`config.mk`:
```
export PLATFORM = sky130hd
export DESIGN_NAME = softmax_div_feeder
export DESIGN_NICKNAME = d
export VERILOG_FILES = /design/src/rtl/softmax_pkg.sv /design/src/rtl/softmax_row_buf.sv /design/src/rtl/softmax_div_feeder.sv
export SDC_FILE = /design/constraint.sdc
export NUM_CORES = 1
export LEC_CHECK = 0
export ABC_AREA = 1
export CORE_MARGIN = 1.5
export CORE_UTILIZATION = 57
export CTS_CLUSTER_DIAMETER = 50
export DETAILED_ROUTE_END_ITERATION = 8
export DONT_BUFFER_PORTS = 1
export GPL_ROUTABILITY_DRIVEN = 1
export GPL_TIMING_DRIVEN = 0
export PLACE_DENSITY_LB_ADDON = 0.15
export SLEW_MARGIN = 25
export SYNTH_ARGS = -nofsm -noshare
export SYNTH_HDL_FRONTEND = slang
export SYNTH_HIERARCHICAL = 1
export SYNTH_SLANG_ARGS = --single-unit
```
`constraint.sdc`:
```
create_clock -name I_CLK -period 5.95 [get_ports I_CLK]
set_input_delay 1.19 -clock I_CLK [delete_from_list [all_inputs] [get_ports I_CLK]]
set_output_delay 1.19 -clock I_CLK [all_outputs]
set_load 0.01 [all_outputs]
```
`src/rtl/softmax_pkg.sv`:
```
// rtl/softmax_pkg.sv - shared states, timeout constant and width/saturation helpers for softmax_div_feeder
package softmax_pkg;

    typedef enum logic [3:0] {
        S_LOAD  = 4'b0001,
        S_SCALE = 4'b0010,
        S_ISSUE = 4'b0100,
        S_OUT   = 4'b1000
    } state_t;

    localparam int TIMEOUT_MULT = 2;

    function automatic int timeout_cycles(input int d_w);
        return TIMEOUT_MULT * d_w;
    endfunction

    // Wide enough that ROW_LEN non-negative scores can never overflow.
    function automatic int sum_width(input int d_w, input int row_len);
        return d_w - 1 + $clog2(row_len);
    endfunction

    // Clamp to the largest positive operand, and never hand the divider a zero.
    function automatic logic [31:0] sat_divisor(input logic [31:0] shifted, input int d_w);
        logic [31:0] max_v;
        max_v = (32'd1 << (d_w - 1)) - 32'd1;
        if (shifted > max_v) begin
            return max_v;
        end
        if (shifted == 32'd0) begin
            return 32'd1;
        end
        return shifted;
    endfunction

endpackage

```
`src/rtl/softmax_row_buf.sv`:
```
// rtl/softmax_row_buf.sv - ROW_LEN x D_W row store, one synchronous write port, one combinational read port
module softmax_row_buf #(
    parameter int D_W     = 16,
    parameter int ROW_LEN = 8,
    parameter int IDX_W   = $clog2(ROW_LEN)
) (
    input  logic             i_clk,
    input  logic             i_wr_en,
    input  logic [IDX_W-1:0] i_wr_idx,
    input  logic [D_W-1:0]   i_wr_data,
    input  logic [IDX_W-1:0] i_rd_idx,
    output logic [D_W-1:0]   o_rd_data
);

    logic [D_W-1:0] r_mem [ROW_LEN];

    always_ff @(posedge i_clk) begin
        if (i_wr_en) begin
            r_mem[i_wr_idx] <= i_wr_data;
        end
    end

    assign o_rd_data = r_mem[i_rd_idx];

endmodule

```
`src/rtl/softmax_div_feeder.sv`:
```
// rtl/softmax_div_feeder.sv - row buffer, sum and divider sequencing for softmax; SOFTMAX_DIV_TIMEOUT_EN adds a divider timeout
module softmax_div_feeder
    import softmax_pkg::*;
#(
    parameter int D_W     = 16,
    parameter int ROW_LEN = 8,
    parameter int FRAC_W  = 8
) (
    input  logic           I_CLK,
    input  logic           I_RST,
    input  logic           I_IN_VLD,
    input  logic [D_W-1:0] I_IN_DATA,
    output logic           O_IN_RDY,
    output logic           O_DIV_START,
    output logic [D_W-1:0] O_DIV_DIVIDEND,
    output logic [D_W-1:0] O_DIV_DIVISOR,
    input  logic [D_W-1:0] I_DIV_QUOTIENT,
    input  logic           I_DIV_VLD,
    output logic           O_OUT_VLD,
    output logic [D_W-1:0] O_OUT_DATA,
    output logic           O_OUT_LAST,
    output logic           O_OUT_ERR,
    input  logic           I_OUT_RDY
);

    localparam int IDX_W = $clog2(ROW_LEN);
    localparam int SUM_W = sum_width(D_W, ROW_LEN);

    state_t           r_state;
    state_t           w_next_state;
    logic [IDX_W-1:0] r_wr_idx;
    logic [IDX_W-1:0] r_rd_idx;
    logic [SUM_W-1:0] r_sum;
    logic [D_W-1:0]   r_div;
    logic [D_W-1:0]   r_out;
    logic [D_W-1:0]   w_clamped;
    logic [D_W-1:0]   w_rd_data;
    logic             w_in_fire;
    logic             w_last;
    logic             w_timeout;

    assign w_clamped = I_IN_DATA[D_W-1] ? '0 : I_IN_DATA;
    assign w_in_fire = I_IN_VLD && (r_state == S_LOAD);
    assign w_last    = (r_rd_idx == IDX_W'(ROW_LEN - 1));

    softmax_row_buf #(
        .D_W     (D_W),
        .ROW_LEN (ROW_LEN),
        .IDX_W   (IDX_W)
    ) u_row_buf (
        .i_clk     (I_CLK),
        .i_wr_en   (w_in_fire),
        .i_wr_idx  (r_wr_idx),
        .i_wr_data (w_clamped),
        .i_rd_idx  (r_rd_idx),
        .o_rd_data (w_rd_data)
    );

    always_comb begin
        w_next_state = r_state;
        case (r_state)
            S_LOAD:  if (w_in_fire && (r_wr_idx == IDX_W'(ROW_LEN - 1))) w_next_state = S_SCALE;
            S_SCALE: w_next_state = S_ISSUE;
            S_ISSUE: if (I_DIV_VLD || w_timeout) w_next_state = S_OUT;
            S_OUT:   if (I_OUT_RDY) w_next_state = w_last ? S_LOAD : S_ISSUE;
            default: w_next_state = S_LOAD;
        endcase
    end

    always_ff @(posedge I_CLK) begin
        if (I_RST) begin
            r_state  <= S_LOAD;
            r_wr_idx <= '0;
            r_rd_idx <= '0;
            r_sum    <= '0;
            r_div    <= '0;
            r_out    <= '0;
        end else begin
            r_state <= w_next_state;
            case (r_state)
                S_LOAD: begin
                    if (w_in_fire) begin
                        r_sum    <= r_sum + SUM_W'(w_clamped);
                        r_wr_idx <= r_wr_idx + IDX_W'(1);
                    end
                end
                S_SCALE: begin
                    r_div    <= D_W'(sat_divisor(32'(r_sum >> FRAC_W), D_W));
                    r_rd_idx <= '0;
                end
                S_ISSUE: begin
                    if (I_DIV_VLD) begin
                        r_out <= I_DIV_QUOTIENT;
                    end else if (w_timeout) begin
                        r_out <= '0;
                    end
                end
                S_OUT: begin
                    if (I_OUT_RDY) begin
                        if (w_last) begin
                            r_sum    <= '0;
                            r_wr_idx <= '0;
                        end else begin
                            r_rd_idx <= r_rd_idx + IDX_W'(1);
                        end
                    end
                end
                default: ;
            endcase
        end
    end

`ifdef SOFTMAX_DIV_TIMEOUT_EN
    localparam int TO_CYC = timeout_cycles(D_W);
    localparam int TO_W   = $clog2(TO_CYC + 1);

    logic [TO_W-1:0] r_to_cnt;
    logic            r_err;

    assign w_timeout = (r_state == S_ISSUE) && !I_DIV_VLD && (r_to_cnt == TO_W'(TO_CYC - 1));

    always_ff @(posedge I_CLK) begin
        if (I_RST) begin
            r_to_cnt <= '0;
            r_err    <= 1'b0;
        end else begin
            r_to_cnt <= (r_state == S_ISSUE) ? r_to_cnt + TO_W'(1) : '0;
            if (w_timeout) begin
                r_err <= 1'b1;
            end else if ((r_state == S_OUT) && I_OUT_RDY) begin
                r_err <= 1'b0;
            end
        end
    end

    assign O_OUT_ERR = r_err && O_OUT_VLD;
`else
    assign w_timeout = 1'b0;
    assign O_OUT_ERR = 1'b0;
`endif

    // Dividend is gated so unreset buffer contents never appear outside a division.
    assign O_IN_RDY       = (r_state == S_LOAD);
    assign O_DIV_START    = (r_state == S_ISSUE);
    assign O_DIV_DIVIDEND = O_DIV_START ? w_rd_data : '0;
    assign O_DIV_DIVISOR  = r_div;
    assign O_OUT_VLD      = (r_state == S_OUT);
    assign O_OUT_DATA     = r_out;
    assign O_OUT_LAST     = O_OUT_VLD && w_last;

endmodule

```
# Yosys cells after proc, flatten, opt, wreduce, memory -nomap -nowiden
# Memories as Yosys holds them, arrays and structs flattened. A register that Yosys moved wholly into a read port is not among the register bits.
# Cells that the tools add are included.
dict set report op_classes {
  n_reduce_logical 10
  add_sub_neg 3
  n_mux 33
  n_eq_ne 12
  order_cmp 1
}
# operator count
set op_table {}
lappend op_table {{16-bit 2-to-1 mux} 5}
lappend op_table {{18-bit 2-to-1 mux} 3}
lappend op_table {{18-bit one-hot mux with 2 select lines} 1}
lappend op_table {{32-bit logical NOT} 1}
lappend op_table {{3-bit 2-to-1 mux} 8}
lappend op_table {{18-bit by 15-bit adder with 18-bit output} 1}
lappend op_table {{4-bit one-hot mux with 4 select lines} 1}
lappend op_table {{10-bit by 15-bit > comparator with 1-bit output (second input constant)} 1}
lappend op_table {{15-bit 2-to-1 mux} 1}
lappend op_table {{4-bit 2-to-1 mux} 3}
lappend op_table {{3-bit one-hot mux with 2 select lines} 2}
lappend op_table {{2-bit by 1-bit inequality test with 1-bit output (second input constant)} 5}
lappend op_table {{1-bit 2-to-1 mux} 9}
lappend op_table {{3-bit by 1-bit adder with 3-bit output (second input constant)} 2}
lappend op_table {{3-bit equality test (second input constant)} 2}
lappend op_table {{3-bit AND reduction} 2}
lappend op_table {{4-bit by 1-bit equality test with 1-bit output (second input constant)} 1}
lappend op_table {{4-bit by 2-bit equality test with 1-bit output (second input constant)} 1}
lappend op_table {{4-bit by 3-bit equality test with 1-bit output (second input constant)} 1}
lappend op_table {{4-bit equality test (second input constant)} 1}
lappend op_table {{4-bit AND reduction} 1}
lappend op_table {{2-bit nonzero test} 2}
lappend op_table {{1-bit logical AND} 3}
lappend op_table {{2-bit inequality test (second input constant)} 1}
lappend op_table {{2-bit AND reduction} 1}
dict set report word_totals {
  memories 1
  mem_bits_rw 120
  regBits 60
  word_cells 66
}
# name depth width rd rd_clocked_by_memory_dff wr line_no
set memory_table {}
lappend memory_table {u_row_buf.r_mem 8 15 1 1 1 softmax_row_buf.sv:15} ;# logic [D_W-1:0] r_mem [ROW_LEN];

# Logic depth before layout (Yosys ltp)
dict set report logic_depth {
  word_depth 9
  depth_mapped 15
  mapped_depth_nobuf 15
}

# Hierarchy
# The synthesis kept the hierarchy.
# module n_inst cells_each seq_area_each_um2 area_each_um2
set by_module_without_submodules {}
lappend by_module_without_submodules {softmax_row_buf 1 571 3843.7 5669.2}
lappend by_module_without_submodules {softmax_div_feeder 1 551 1081.0 3554.7}

# Worst setup path before layout
# No wires, ideal clock.
dict set report synth_timing {
  kind {input to register}
  start {input I_IN_DATA[15]}
  end {register r_sum[16]}
  arrival_time_ns 2.996
  setup_time_ns 0.115
  required_ns 5.835
  path_stages 15
  slack_ns 2.839
  path_buffers 1
  cell_sequence {clkbuf_1 nor2_1 ha_1 inv_1 fa_1 inv_1 nand3_1 nand3_1 nand2_1 nand2_1 nand2_1 nand2_1 nand3_1 nand2_1 nor2_1}
}
dict set report synth_between {
  elab_chain_cells 4
}
# element line_no
set synth_rtl {}
lappend synth_rtl {{from (decl)} softmax_div_feeder.sv:12} ;# input logic [D_W-1:0] I_IN_DATA,
lappend synth_rtl {{15-bit 2-to-1 mux} softmax_div_feeder.sv:42} ;# assign w_clamped = I_IN_DATA[D_W-1] ? '0 : I_IN_DATA;
lappend synth_rtl {{named net w_clamped[0]} softmax_div_feeder.sv:36} ;# logic [D_W-1:0] w_clamped;
lappend synth_rtl {{18-bit by 15-bit adder with 18-bit output} softmax_div_feeder.sv:83} ;# r_sum <= r_sum + SUM_W'(w_clamped);
lappend synth_rtl {{18-bit 2-to-1 mux} softmax_div_feeder.sv:82} ;# if (w_in_fire) begin
lappend synth_rtl {{18-bit one-hot mux with 2 select lines} softmax_div_feeder.sv:80} ;# case (r_state)
lappend synth_rtl {{to (signal assigned)} softmax_div_feeder.sv:83}
lappend synth_rtl {{to (decl)} softmax_div_feeder.sv:33} ;# logic [SUM_W-1:0] r_sum;
# The timed path passes the listed nets, and every way through them passes these cells. The select of a mux whose other input is x is not followed.
# A chain may end at the register's enable or synchronous reset.

# Worst setup path in the final report
# Same ends and word-level chain as after synthesis.

==> impl_summary.txt <==
----------------------------------------------------
[Worst setup path]
  Required time at the endpoint of the critical path ... 6.27 ns
  CP Max Fanout ... 10
  CP Capture Type ... flop
  Launching element type of the critical path ... primary input
  Data arrival time at the worst-slack endpoint ... 3.77 ns
  Critical setup path kind ... in -> reg

[Floorplanning]
  Count of pins on the block boundary ... 90
  Die Wd ... 130.2 µm
  Initial standard-cell utilization of the core ... 0.5828
  Rows ... 46
  Die Ht ... 130.2 µm
  Floorplan Core Area ... 15830 µm²
  Die ar. ... 16950 µm²

[Clock network]
  Clock-pin slew of the registers on the worst-case setup and hold paths ... 0.07 ns
  Cts bufs inserted ... 17
  Max Root-Sink Buffers ... 2
  Worst skew pair latency ... 0.43 ns
  TritonCTS clock tree ... done
  H-tree levels ... 4
  Count of hold buffers inserted by post-cts repair ... 0
  Post-CTS setup buffers ... 0
  Quantity of gates resized following cts ... 0
  Clock sink count ... 182
  Root buffer cell ... clkbuf_16

[Routing]
  Overall routed net length ... 20.42 mm
  Vias per cell ... 4.957
  Count of TritonRoute iterations in the first routing pass ... 6
  Overall via count from detail_route ... 6895
  Routed wire per std cell ... 14.68 µm
  Final antenna-violating net count ... 0
  Number of remaining DRC errors ... 0
  Initial drt markers ... 542

[Power]
  Power density cells ... 256.3 nW/µm²
  Worst VDD drop ... 0.0001795 V
  Leakage power ... 0.004768 µW

[STA]
  Final max-slew violation count ... 0
  Highest achievable clock rate ... 0.2894 GHz
  Final setup violation count ... 0
  Final hold violation count ... 0
  Setup total negative slack ... 0 ns
  Final clock period utilization by the worst path ... 0.5808
  Normalized max-slew margin ... 0.4488
  RSZ-0062 raised after global routing ... no
  Least-Margin Pin Slew ... 0.8259 ns
  Tmin final ... 3.455 ns
  Clock skew ... 0.01119 ns

[GRT]
  Grt ovf ... 0
  Number of global-route vias before repair ... 6249
  Maximum number of pins on one net before global-route repair ... 17
  First-pass GRT wire length ... 31.37 mm
  Overall global routing resource usage ... 0.2475
  Number of antenna violations at the first check in global routing ... 0

[Final layout]
  Final Net Count ... 1219
  Final standard cell utilization of the core ... 0.6451
  Number of antenna diodes ... 0
  Synth-to-layout area growth ... 10.70%
  Layout cells sized above 1 ... 0.1064

[Placed design]
  Routability cong. ... 0.9051
  Post-detail-place hpwl ... 14.58 mm
  Number of buffers added on ports ... 0

[Yosys]
  Average footprint of a synthesized cell ... 8.221 µm²
  Post-synth top area share ... 0.4167
  Share of the yosys chip area belonging to registers ... 0.5339
  Cell count after synthesis ... 1122
  Number of flops mapped to enable cells by yosys ... 128
  Main flop type after synthesis ... edfxtp_1
  Ys Warns ... 6
  Register bit count reported by yosys ... 182
  Distinct cell type count of the synthesized netlist ... 40
  Share of synthesized registers carrying an async set or reset ... 0
  Post-synthesis cell area ... 9224 µm²
  Post-synth top cells ... nand2_1 (358), inv_1 (213), edfxtp_1 (128), nand3_1 (110), nor2_1 (78)
  Most area-hungry cell type in the Yosys netlist ... edfxtp_1
  Most common cell in the synthesized netlist ... nand2_1
  Cell types occupying the most area after synthesis ... edfxtp_1 (42%), nand2_1 (15%), dfxtp_1 (12%)

[Outcome]
  Run status ... completed

[Job]
  Number of max-cap violations ... 0

[Min path]
  Hold Path Class ... reg -> reg

----------------------------------------------------
path summary, 6_finish.rpt:
check,to,slack (ns),startpoint,cells past startpoint
worst max register to register,u_row_buf/r_mem[4][6]$_DFFE_PP_,3.56,r_state[3]$_SDFFE_PP0P_,8
worst min register to register,r_sum[6]$_SDFFE_PP0P_,0.47,r_sum[6]$_SDFFE_PP0P_,2
worst min-delay path,r_sum[6]$_SDFFE_PP0P_,0.47,r_sum[6]$_SDFFE_PP0P_,2
worst max-delay path,r_sum[16]$_SDFFE_PP0P_,2.49,I_IN_DATA[15],15
routing by layer:
metal | track usage | share of wire | up-vias
li1 | - | - | 3546
met2 | 0.4390 | 0.49 | 168
met3 | 0.04141 | 0.049 | 26
met1 | 0.3090 | 0.44 | 3155
met4 | 0.07778 | 0.018 | 0
met5 | 0 | 0 | -
sequential cells by signal (all words and copies together), names as in the netlist:
register,cells
O_OUT_DATA,16
r_rd_idx,3
r_state,4
O_DIV_DIVISOR,10
r_wr_idx,3
u_row_buf/r_mem,128
r_sum,18
through the flow:
step / instance area (µm²) / total power (µW) / hold slack [ns] / setup slack (ns) / std cells
4_1_cts: 10210 / 2635 / 0.4723 / 2.468 / 1391
3_3_place_gp: 9547 / 1591 / 0.4578 / 1.989 / 1352
3_5_place_dp: 9661 / 1599 / 0.4624 / 2.026 / 1359
2_1_floorplan: 9276 / 1551 / 0.4487 / 2.839 / 1136
6_report: 10210 / 2617 / 0.4716 / 2.495 / 1391
5_1_grt: 10210 / 2708 / 0.4973 / 2.261 / 1391
cells in the final DEF, fill, tap and decap left out, types with 9 or more instances in the layout:
| cell type | instances |
|---|---|
| edfxtp_1 | 128 |
| a21oi_2 | 9 |
| dfxtp_1 | 54 |
| nand2_1 | 358 |
| inv_1 | 213 |
| buf_2 | 14 |
| a21oi_1 | 50 |
| buf_6 | 13 |
| nor2_1 | 70 |
| clkbuf_16 | 17 |
| conb_1 | 15 |
| nand3_1 | 110 |
| clkbuf_1 | 9 |
| ha_1 | 19 |
| nand2_2 | 9 |
| buf_4 | 12 |
cells by family after synthesis:
| family | synth area share |
|---|---|
| AND/OR/NAND/NOR | 0.2675 |
| AO/OA/AOI/OAI | 0.04178 |
| other | 0.0004066 |
| flip-flops | 0.5339 |
| buffers and inverters | 0.1266 |
| XOR/XNOR | 0.001899 |
| adder cells (fa/ha/maj) | 0.02794 |
worst max-delay path, stage by stage:
cell and delay, ns:
clkbuf_1 0.29, nor2_1 0.62, ha_1 0.35, inv_1 0.07, fa_1 0.38, inv_1 0.11, nand3_1 0.07, nand3_1 0.15
nand2_1 0.07, nand2_1 0.10, nand2_1 0.07, nand2_1 0.11, nand3_1 0.08, nand2_1 0.06, nor2_1 0.04
layout make-up:
| cell class | count | area (µm²) |
|---|---|---|
| clock inverter | 12 | 93.84 |
| multi-input combinational | 686 | 3204 |
| fill | 1352 | 5617 |
| tap | 216 | 270.3 |
| timing repair buffer | 7 | 93.84 |
| inverter | 223 | 844.6 |
| sequential | 182 | 4925 |
| clock buffer | 20 | 456.7 |
| buffer | 45 | 322.8 |
report_power, final:
group	leakage, µW	switching, µW	internal (µW)	total (µW)
Sequential	0.00162	13.2	1380	1400
Combinational	0.00287	118	57.6	176
Clock	0.000274	481	564	1040
Note: power is estimated with default switching activity, not from simulation.
